**src/rtl/mem_arb_pkg.sv**
```systemverilog
// Shared definitions for the data-memory arbiter: FSM states, the DMA
// access width code and the wait-counter width.
package mem_arb_pkg;

  typedef enum logic [2:0] {
    IDLE,
    CPU_ACC,
    DMA_ACC,
    CPU_DONE,
    DMA_DONE
  } arb_state_e;

  // DMA transfers are always full words.
  localparam logic [2:0] MEMOP_WORD = 3'b000;

  // Wide enough for TIMEOUT values up to 1023.
  localparam int unsigned WAIT_W = 10;

endpackage

```
**src/rtl/mem_arb_timeout.sv**
```systemverilog
// Wait counter for one memory access. It counts access cycles that end
// without mem_ready, and flags the TIMEOUT-th such cycle as expired.
module mem_arb_timeout
  import mem_arb_pkg::*;
#(
  parameter int unsigned TIMEOUT = 255
) (
  input  logic clk,
  input  logic reset,
  input  logic clr,
  input  logic en,
  output logic expired
);

  localparam logic [WAIT_W-1:0] LAST_WAIT = WAIT_W'(TIMEOUT - 1);

  logic [WAIT_W-1:0] cnt_q;
  logic [WAIT_W-1:0] cnt_d;

  // Clear outside an access, count each cycle spent waiting on memory.
  always_comb begin
    cnt_d = cnt_q;
    if (clr) begin
      cnt_d = '0;
    end else if (en) begin
      cnt_d = cnt_q + 1'b1;
    end
  end

  // Wait counter register.
  always_ff @(posedge clk or negedge reset) begin
    if (!reset) begin
      cnt_q <= '0;
    end else begin
      cnt_q <= cnt_d;
    end
  end

  // Counter holds TIMEOUT-1 completed waits, so this cycle is wait number TIMEOUT.
  assign expired = en && (cnt_q == LAST_WAIT);

endmodule

```
**src/rtl/mem_arbiter.sv**
```systemverilog
// Arbitrates the single data-memory port between the CPU MEM stage and a
// DMA requester. Each access is a registered request/ready transaction:
// grant in IDLE, hold the request in an ACC state until mem_ready (or
// timeout), then spend one DONE cycle reporting the result.
module mem_arbiter
  import mem_arb_pkg::*;
#(
  parameter int unsigned CPU_BURST_MAX = 4,
  parameter int unsigned TIMEOUT       = 255
) (
  input  logic        clk,
  input  logic        reset,
  // CPU MEM stage
  input  logic        cpu_req,
  input  logic        cpu_we,
  input  logic [2:0]  cpu_memop,
  input  logic [31:0] cpu_addr,
  input  logic [31:0] cpu_wd,
  output logic [31:0] cpu_rd,
  output logic        cpu_stall,
  output logic        cpu_err,
  // DMA requester
  input  logic        dma_req,
  input  logic        dma_we,
  input  logic [31:0] dma_addr,
  input  logic [31:0] dma_wd,
  output logic [31:0] dma_rd,
  output logic        dma_done,
  output logic        dma_err,
  // Data memory
  output logic        mem_req,
  output logic        mem_we,
  output logic [2:0]  mem_memop,
  output logic [31:0] mem_addr,
  output logic [31:0] mem_wd,
  input  logic [31:0] mem_rd,
  input  logic        mem_ready
);

  localparam int unsigned STREAK_W =
    (CPU_BURST_MAX < 1) ? 1 : $clog2(CPU_BURST_MAX + 1);
  localparam logic [STREAK_W-1:0] BURST_MAX = STREAK_W'(CPU_BURST_MAX);

  arb_state_e state_q, state_d;

  logic [STREAK_W-1:0] streak_q, streak_d;

  logic        mem_req_q,   mem_req_d;
  logic        mem_we_q,    mem_we_d;
  logic [2:0]  mem_memop_q, mem_memop_d;
  logic [31:0] mem_addr_q,  mem_addr_d;
  logic [31:0] mem_wd_q,    mem_wd_d;
  logic [31:0] cpu_rd_q,    cpu_rd_d;
  logic [31:0] dma_rd_q,    dma_rd_d;
  logic        cpu_err_q,   cpu_err_d;
  logic        dma_done_q,  dma_done_d;
  logic        dma_err_q,   dma_err_d;

  logic in_acc;
  logic wait_expired;
  logic grant_cpu;

  assign in_acc = (state_q == CPU_ACC) || (state_q == DMA_ACC);

  // CPU wins unless DMA is waiting and the CPU has used up its burst.
  assign grant_cpu = cpu_req && (!dma_req || (streak_q != BURST_MAX));

  mem_arb_timeout #(
    .TIMEOUT(TIMEOUT)
  ) u_timeout (
    .clk    (clk),
    .reset  (reset),
    .clr    (!in_acc),
    .en     (in_acc && !mem_ready),
    .expired(wait_expired)
  );

  // Next-state, grant, completion and timeout handling.
  always_comb begin
    state_d     = state_q;
    streak_d    = streak_q;
    mem_req_d   = mem_req_q;
    mem_we_d    = mem_we_q;
    mem_memop_d = mem_memop_q;
    mem_addr_d  = mem_addr_q;
    mem_wd_d    = mem_wd_q;
    cpu_rd_d    = cpu_rd_q;
    dma_rd_d    = dma_rd_q;
    cpu_err_d   = 1'b0;
    dma_done_d  = 1'b0;
    dma_err_d   = 1'b0;

    case (state_q)
      IDLE: begin
        if (!dma_req) begin
          streak_d = '0;
        end
        if (grant_cpu) begin
          state_d     = CPU_ACC;
          mem_req_d   = 1'b1;
          mem_we_d    = cpu_we;
          mem_memop_d = cpu_memop;
          mem_addr_d  = cpu_addr;
          mem_wd_d    = cpu_wd;
          // grant_cpu implies streak_q < BURST_MAX here, so this saturates.
          if (dma_req) begin
            streak_d = streak_q + 1'b1;
          end
        end else if (dma_req) begin
          state_d     = DMA_ACC;
          mem_req_d   = 1'b1;
          mem_we_d    = dma_we;
          mem_memop_d = MEMOP_WORD;
          mem_addr_d  = dma_addr;
          mem_wd_d    = dma_wd;
          streak_d    = '0;
        end
      end

      CPU_ACC: begin
        if (mem_ready) begin
          state_d   = CPU_DONE;
          mem_req_d = 1'b0;
          if (!mem_we_q) begin
            cpu_rd_d = mem_rd;
          end
        end else if (wait_expired) begin
          state_d   = CPU_DONE;
          mem_req_d = 1'b0;
          cpu_rd_d  = '0;
          cpu_err_d = 1'b1;
        end
      end

      DMA_ACC: begin
        if (mem_ready) begin
          state_d    = DMA_DONE;
          mem_req_d  = 1'b0;
          dma_done_d = 1'b1;
          if (!mem_we_q) begin
            dma_rd_d = mem_rd;
          end
        end else if (wait_expired) begin
          state_d    = DMA_DONE;
          mem_req_d  = 1'b0;
          dma_rd_d   = '0;
          dma_done_d = 1'b1;
          dma_err_d  = 1'b1;
        end
      end

      CPU_DONE, DMA_DONE: begin
        state_d = IDLE;
      end

      default: begin
        state_d = IDLE;
      end
    endcase
  end

  // State, streak counter and output registers.
  always_ff @(posedge clk or negedge reset) begin
    if (!reset) begin
      state_q     <= IDLE;
      streak_q    <= '0;
      mem_req_q   <= 1'b0;
      mem_we_q    <= 1'b0;
      mem_memop_q <= 3'b000;
      mem_addr_q  <= '0;
      mem_wd_q    <= '0;
      cpu_rd_q    <= '0;
      dma_rd_q    <= '0;
      cpu_err_q   <= 1'b0;
      dma_done_q  <= 1'b0;
      dma_err_q   <= 1'b0;
    end else begin
      state_q     <= state_d;
      streak_q    <= streak_d;
      mem_req_q   <= mem_req_d;
      mem_we_q    <= mem_we_d;
      mem_memop_q <= mem_memop_d;
      mem_addr_q  <= mem_addr_d;
      mem_wd_q    <= mem_wd_d;
      cpu_rd_q    <= cpu_rd_d;
      dma_rd_q    <= dma_rd_d;
      cpu_err_q   <= cpu_err_d;
      dma_done_q  <= dma_done_d;
      dma_err_q   <= dma_err_d;
    end
  end

  assign mem_req   = mem_req_q;
  assign mem_we    = mem_we_q;
  assign mem_memop = mem_memop_q;
  assign mem_addr  = mem_addr_q;
  assign mem_wd    = mem_wd_q;
  assign cpu_rd    = cpu_rd_q;
  assign dma_rd    = dma_rd_q;
  assign cpu_err   = cpu_err_q;
  assign dma_done  = dma_done_q;
  assign dma_err   = dma_err_q;

  // The pipeline is released only in the CPU's own DONE cycle.
  assign cpu_stall = cpu_req && (state_q != CPU_DONE);

endmodule
```
**config.mk**
```make
export PLATFORM = sky130hd
export DESIGN_NAME = mem_arbiter
export DESIGN_NICKNAME = d
export VERILOG_FILES = /design/src/rtl/mem_arb_pkg.sv /design/src/rtl/mem_arb_timeout.sv /design/src/rtl/mem_arbiter.sv
export SDC_FILE = /design/constraint.sdc
export NUM_CORES = 1
export LEC_CHECK = 0
export CAP_MARGIN = 20
export CORE_UTILIZATION = 48
export CTS_BUF_LIST = sky130_fd_sc_hd__clkbuf_8
export CTS_CLUSTER_SIZE = 20
export DETAILED_ROUTE_END_ITERATION = 10
export HOLD_SLACK_MARGIN = 0.02
export PLACE_DENSITY = 0.89
export SYNTH_ARGS = -nofsm -noshare
export SYNTH_HDL_FRONTEND = slang
export SYNTH_HIERARCHICAL = 1
export SYNTH_SLANG_ARGS = --single-unit
```
**constraint.sdc**
```tcl
create_clock -name clk -period 6.59 [get_ports clk]
set_input_delay 1.977 -clock clk [delete_from_list [all_inputs] [get_ports clk]]
set_output_delay 1.977 -clock clk [all_outputs]
set_load 0.1 [all_outputs]
```
== After elaboration in Yosys (flattened, before gate mapping) ==
Index checks and enable logic that the tools add are counted.

* Logic and storage cells: 77
* Bits in registers: 152
* Input bits: 170

* Eq/ne operators: 11
* Reductions and logical operators: 18
* Multiplexer cells: 33
* Add/sub/neg operators: 2

{| class="wikitable"
|+ Operators with widths
! operator !! number
|-
| 2-to-1 mux 32 bit || 7
|-
| 2-to-1 mux 3 bit || 10
|-
| 2-to-1 mux 10 bit || 2
|-
| 2-to-1 mux 1 bit || 12
|-
| AND reduction 3 bit || 4
|-
| adder 10 x 1 -> 10 bit, second input constant || 1
|-
| == test 10 x 8 -> 1 bit, second input constant || 1
|-
| != test 3 x 2 -> 1 bit, second input constant || 3
|-
| one-hot mux 3 bit (3 select lines) || 1
|-
| != test 3 bit, second input constant || 2
|-
| nonzero test 2 bit || 3
|-
| logical AND 1 bit || 4
|-
| adder 3 x 1 -> 3 bit, second input constant || 1
|-
| == test 3 x 1 -> 1 bit, second input constant || 1
|-
| == test 3 x 2 -> 1 bit, second input constant || 1
|-
| logical NOT 3 bit || 1
|-
| != test 3 x 1 -> 1 bit, second input constant || 1
|-
| logical NOT 1 bit || 2
|-
| logical OR 1 bit || 2
|-
| != test 2 x 1 -> 1 bit, second input constant || 1
|-
| != test 2 bit, second input constant || 1
|-
| one-hot mux 1 bit (2 select lines) || 1
|-
| AND reduction 2 bit || 1
|-
| OR reduction 2 bit || 1
|}

== Longest topological paths before layout ==
* Depth after elaboration: 7
* Gate-level depth with buffers: 11
* Mapped depth without buffers: 8

== Hierarchy ==
The synthesis kept the hierarchy.

{| class="wikitable"
|+ Modules (own cells, without submodules)
! module !! cells each !! instances !! area each (sq um)
|-
| mem_arbiter || 543 || 1 || 6766.5
|-
| mem_arb_timeout || 53 || 1 || 525.5
|}

== Worst setup path after synthesis ==
Ideal clock, no wire load.

* Kind: in2out
* Start point: in cpu_req
* End point: out cpu_stall
* Data required time: 4613 ps
* Path slack: -360 ps
* Data arrival time: 4973 ps
* Stages: 4
* Path buffers: 3
* Cell sequence: clkbuf_1 -> buf_1 -> clkbuf_1 -> a21boi_0

* Cells in the longest elaborated chain, start to end: 1

{| class="wikitable"
|+ RTL lines
! item !! RTL line !! RTL
|-
| start: declaration || mem_arbiter.sv:14 || <nowiki>input logic cpu_req,</nowiki>
|-
| logical AND 1 bit || mem_arbiter.sv:205 || <nowiki>assign cpu_stall = cpu_req && (state_q != CPU_DONE);</nowiki>
|-
| end: declaration || mem_arbiter.sv:20 || <nowiki>output logic cpu_stall,</nowiki>
|}

No other way between the ends.

== Final worst setup path ==
Same ends and word-level chain as after synthesis.

==> results by stage <==
Outcome:
- The run finished, with violations left.
- The final reports fail on design-rule violations.

Place:
- The routability congestion estimate is about 0.8.
- OpenSTA, run right after detailed placement, puts the worst setup slack at 1554 ps.
- The estimated wirelength of the detail-placed design is between 10000 and 15000 um.
- The count of input and output buffers is 306.

STA:
- After routing, the total negative slack on setup checks comes to 0 ps.
- The final count of pins violating max slew came to 0.
- Clock skew on the completed layout was measured at ~13 ps.
- The final-report hold violation count is 0.
- The shortest period the worst path allows is 5069 ps.
- Headroom to the max-slew limit came out at 0.2891.
- The least setup slack across all paths after layout is roughly 1500 ps.
- The slew of the pin with the lowest slew margin is around 1100 ps.
- Setup repair after global routing left no endpoint under its margin.
- For this run, the top clock speed supported by timing is 197.3 MHz.
- The share of the clock period used by the worst path is 0.7691.
- The number of setup violations in the final report is 0.

GRT:
- For this run the aggregate overflow at the end of global routing stands at 0.
- The global-route track usage on met1 is 0.3033.
- The initial antenna violation count is 0.
- In the global route stage, met2 resource usage came out at 0.4482.
- The via count of the first global-routing pass is approximately 6300.
- The first-pass GRT wire length is approximately 33000 um.
- The met3 capacity usage during global routing is 0.08472.
- Across every metal layer, demand over resource in global routing totals 0.2677.
- The global-route layer with the greatest usage is met2.
- Entering global routing, the biggest net connects between 100 and 150 pins.

Worst hold path:
- The worst hold endpoint is mem_req.
- The cell depth of the worst hold path is 1.
- The worst hold path belongs to the class register to register.
- In this run the most critical hold path is launched from mem_req.

Synth:
- The share of the Yosys chip area taken by registers is 0.5216.
- The area of the mapped netlist is about 7300 um^2.
- The number of instances in the synthesized netlist is about 600.
- The post-synth net total is 770.
- A synthesized cell averages 12.23 um^2.
- The synthesis-stage register bit count is 152.
- The Yosys step of the flow raised 6 warnings.
- Counting distinct cell types in the post-synthesis netlist gives 39.

Route:
- The first detailed-routing pass took 8 iterations.
- The post-detailed-route DRC marker count is 19.
- The detail route stage leaves a number of antenna-violating nets equal to 0.
- Using the TritonRoute via totals, the vias-per-cell ratio works out to between 5 and 6.
- For this block, the via count after detailed routing is around 6300.
- For this block, the initial DRC count from the detailed router was approximately 360.
- After detailed routing, the average wire length per cell comes to 19.48 um.
- The routed design has 20680 um of wire.

Floorplan:
- The floorplan step set the die width to 125.3 um.
- The count of pins on the block boundary is about 300.
- The site row count is 44.
- The floorplan step defined a die boundary enclosing between 15000 and 20000 um^2.
- The effective utilization at floorplan is 0.4961.
- The core region is approximately 15000 um^2.
- The height of the die is 125.3 um.

Clock network:
- The clock latency at the later pin of the worst-skew pair is roughly 470 ps.
- The H-tree was split into 4 levels.
- Once the clock tree was built, the setup fixing pass inserted 0 buffers.
- The maximum number of buffers from clock root to sink is 2.
- The post-CTS clock slew at the launch and capture registers of the worst setup and hold paths is ~70 ps.
- For this design, the CTS-stage hold fixing added 0 buffers.
- The tree is rooted in a clkbuf_8.
- Clock tree synthesis found a total of between 150 and 200 sinks.
- Gates resized during post-CTS repair numbered 0.
- TritonCTS built the clock tree.
- The number of buffers created by CTS is 17.

Worst setup path:
- STA puts the critical path data required time at about 4600 ps.
- The kind of launch point of the worst setup path is an input port.
- The worst setup path category is input port to output port.
- The worst register-to-register path ends at cpu_rd[27].
- The worst register-to-register path has a depth of 9.
- STA classifies the critical path endpoint as an output port.
- Setup slack on the worst reg-to-reg path comes out at 3550 ps.
- In this run the worst path has a maximum fanout of 68.
- Data on the critical path arrives at its endpoint at between 3000 and 4000 ps.
- The worst register-to-register path begins at state_q[1].

Finish:
- In the final layout, the share of cells above drive strength 1 is 0.1276.
- The final antenna diode count is 0.
- The multi-input combinational cell area is around 3200 um^2.
- The register area is roughly 3800 um^2.
- The final layout contains ~1000 nets.
- The number of fillers in the final layout is around 960.
- The area growth from synthesis to layout is 47.89%.

Flow run:
- The total of max-cap violations is 0.
-- registers in the layout (all words and copies together), names as in the netlist --
signal	flops
cpu_err	1
mem_req	1
dma_rd	32
state_q	3
streak_q	3
mem_wd	32
u_timeout/cnt_q	10
mem_memop	3
dma_done	1
mem_addr	32
mem_we	1
dma_err	1
cpu_rd	32
-- cells by family (layout without fill, tap and decap cells) --
logic type	after synthesis	in the layout	share of synthesized area
buf+inv	71	353	0.04461
simple gates	79	79	0.06229
mux	65	65	0.1004
flops	152	152	0.5216
xor+xnor	5	5	0.006005
fa+ha+maj	4	4	0.006864
compound gates	220	220	0.2582
-- layer usage --
metal	vias to the layer above	wire, um
met5	-	0
met4	0	861
met2	281	10400
met1	3097	7773
met3	59	1651
li1	2823	-
-- worst max-delay path by stage --
stage | from | end | slack, ps | depth (start not counted)
floorplan | cpu_req | cpu_stall | 370 | 4
global placement | cpu_req | cpu_stall | 1580 | 3
detailed placement | cpu_req | cpu_stall | 1550 | 3
CTS | cpu_req | cpu_stall | 1560 | 3
global route | cpu_req | cpu_stall | 1480 | 3
finish | cpu_req | cpu_stall | 1520 | 3
-- per-stage QoR --
stage | util | area, um^2 | hold WS (ps) | instances
floorplan | - | 7292 | 484.6 | 596
global placement | 0.7058 | 10380 | 476.8 | 1030
detailed placement | 0.7058 | 10380 | 486.8 | 1030
CTS | 0.7337 | 10780 | 503.9 | 1062
global route | 0.7337 | 10780 | 519.7 | 1062
finish | 0.7337 | 10780 | 500.9 | 1062
-- Yosys cell counts (all sizes together) --
cell type,instances,area (um^2)
nand2,7,26.28
nor2,16,60.06
buf,20,133.9
ha,4,50.05
xor2,4,35.03
nand4,5,46.29
o21ai,5,25.02
nand2b,4,25.02
mux2,65,732.0
o31ai,2,15.01
o22a,66,578.1
a311o,65,650.6
a21boi,66,495.5
xnor2,1,8.760
inv,6,22.52
or4,2,15.01
a211oi,1,7.510
nand3,1,5.000
or2,1,6.260
nor2b,1,6.260
or3,3,20.02
o211ai,1,7.510
o311a,1,10.01
and2,33,206.5
nor3,3,15.01
nor4,1,6.260
nand4b,1,8.760
o2111ai,1,8.760
clkbuf,45,168.9
a21oi,7,35.03
dfrtp,152,3804
a32o,4,40.04
nor3b,1,7.510
a41o,1,10.01
-- worst max-delay path, cell delays in order --
cell and delay (ps):
buf_4 480, a21boi_1 260, buf_4 330
-- cells in the final DEF, fill, tap and decap left out, drive strengths merged, types with 6 or more instances in the layout --
cell	n
a21boi	66
a21oi	7
a311o	65
and2	33
buf	12
clkbuf	18
clkdlybuf4s50	303
clkinv	6
dfrtp	152
inv	10
mux2	65
nand2	7
nor2	16
o22a	66
-- area by class of cell --
cell class | instances | area share
Multi-Input combinational cell | 373 | 0.2960
Tap cell | 184 | 0.02135
Inverter | 6 | 0.002088
Sequential cell | 152 | 0.3527
Clock inverter | 14 | 0.01497
Clock buffer | 18 | 0.02297
Timing Repair Buffer | 315 | 0.2899
Power is left out: the tool's default activity adds up to more than one toggle a clock period on the data nets, which glitch-free logic cannot reach.
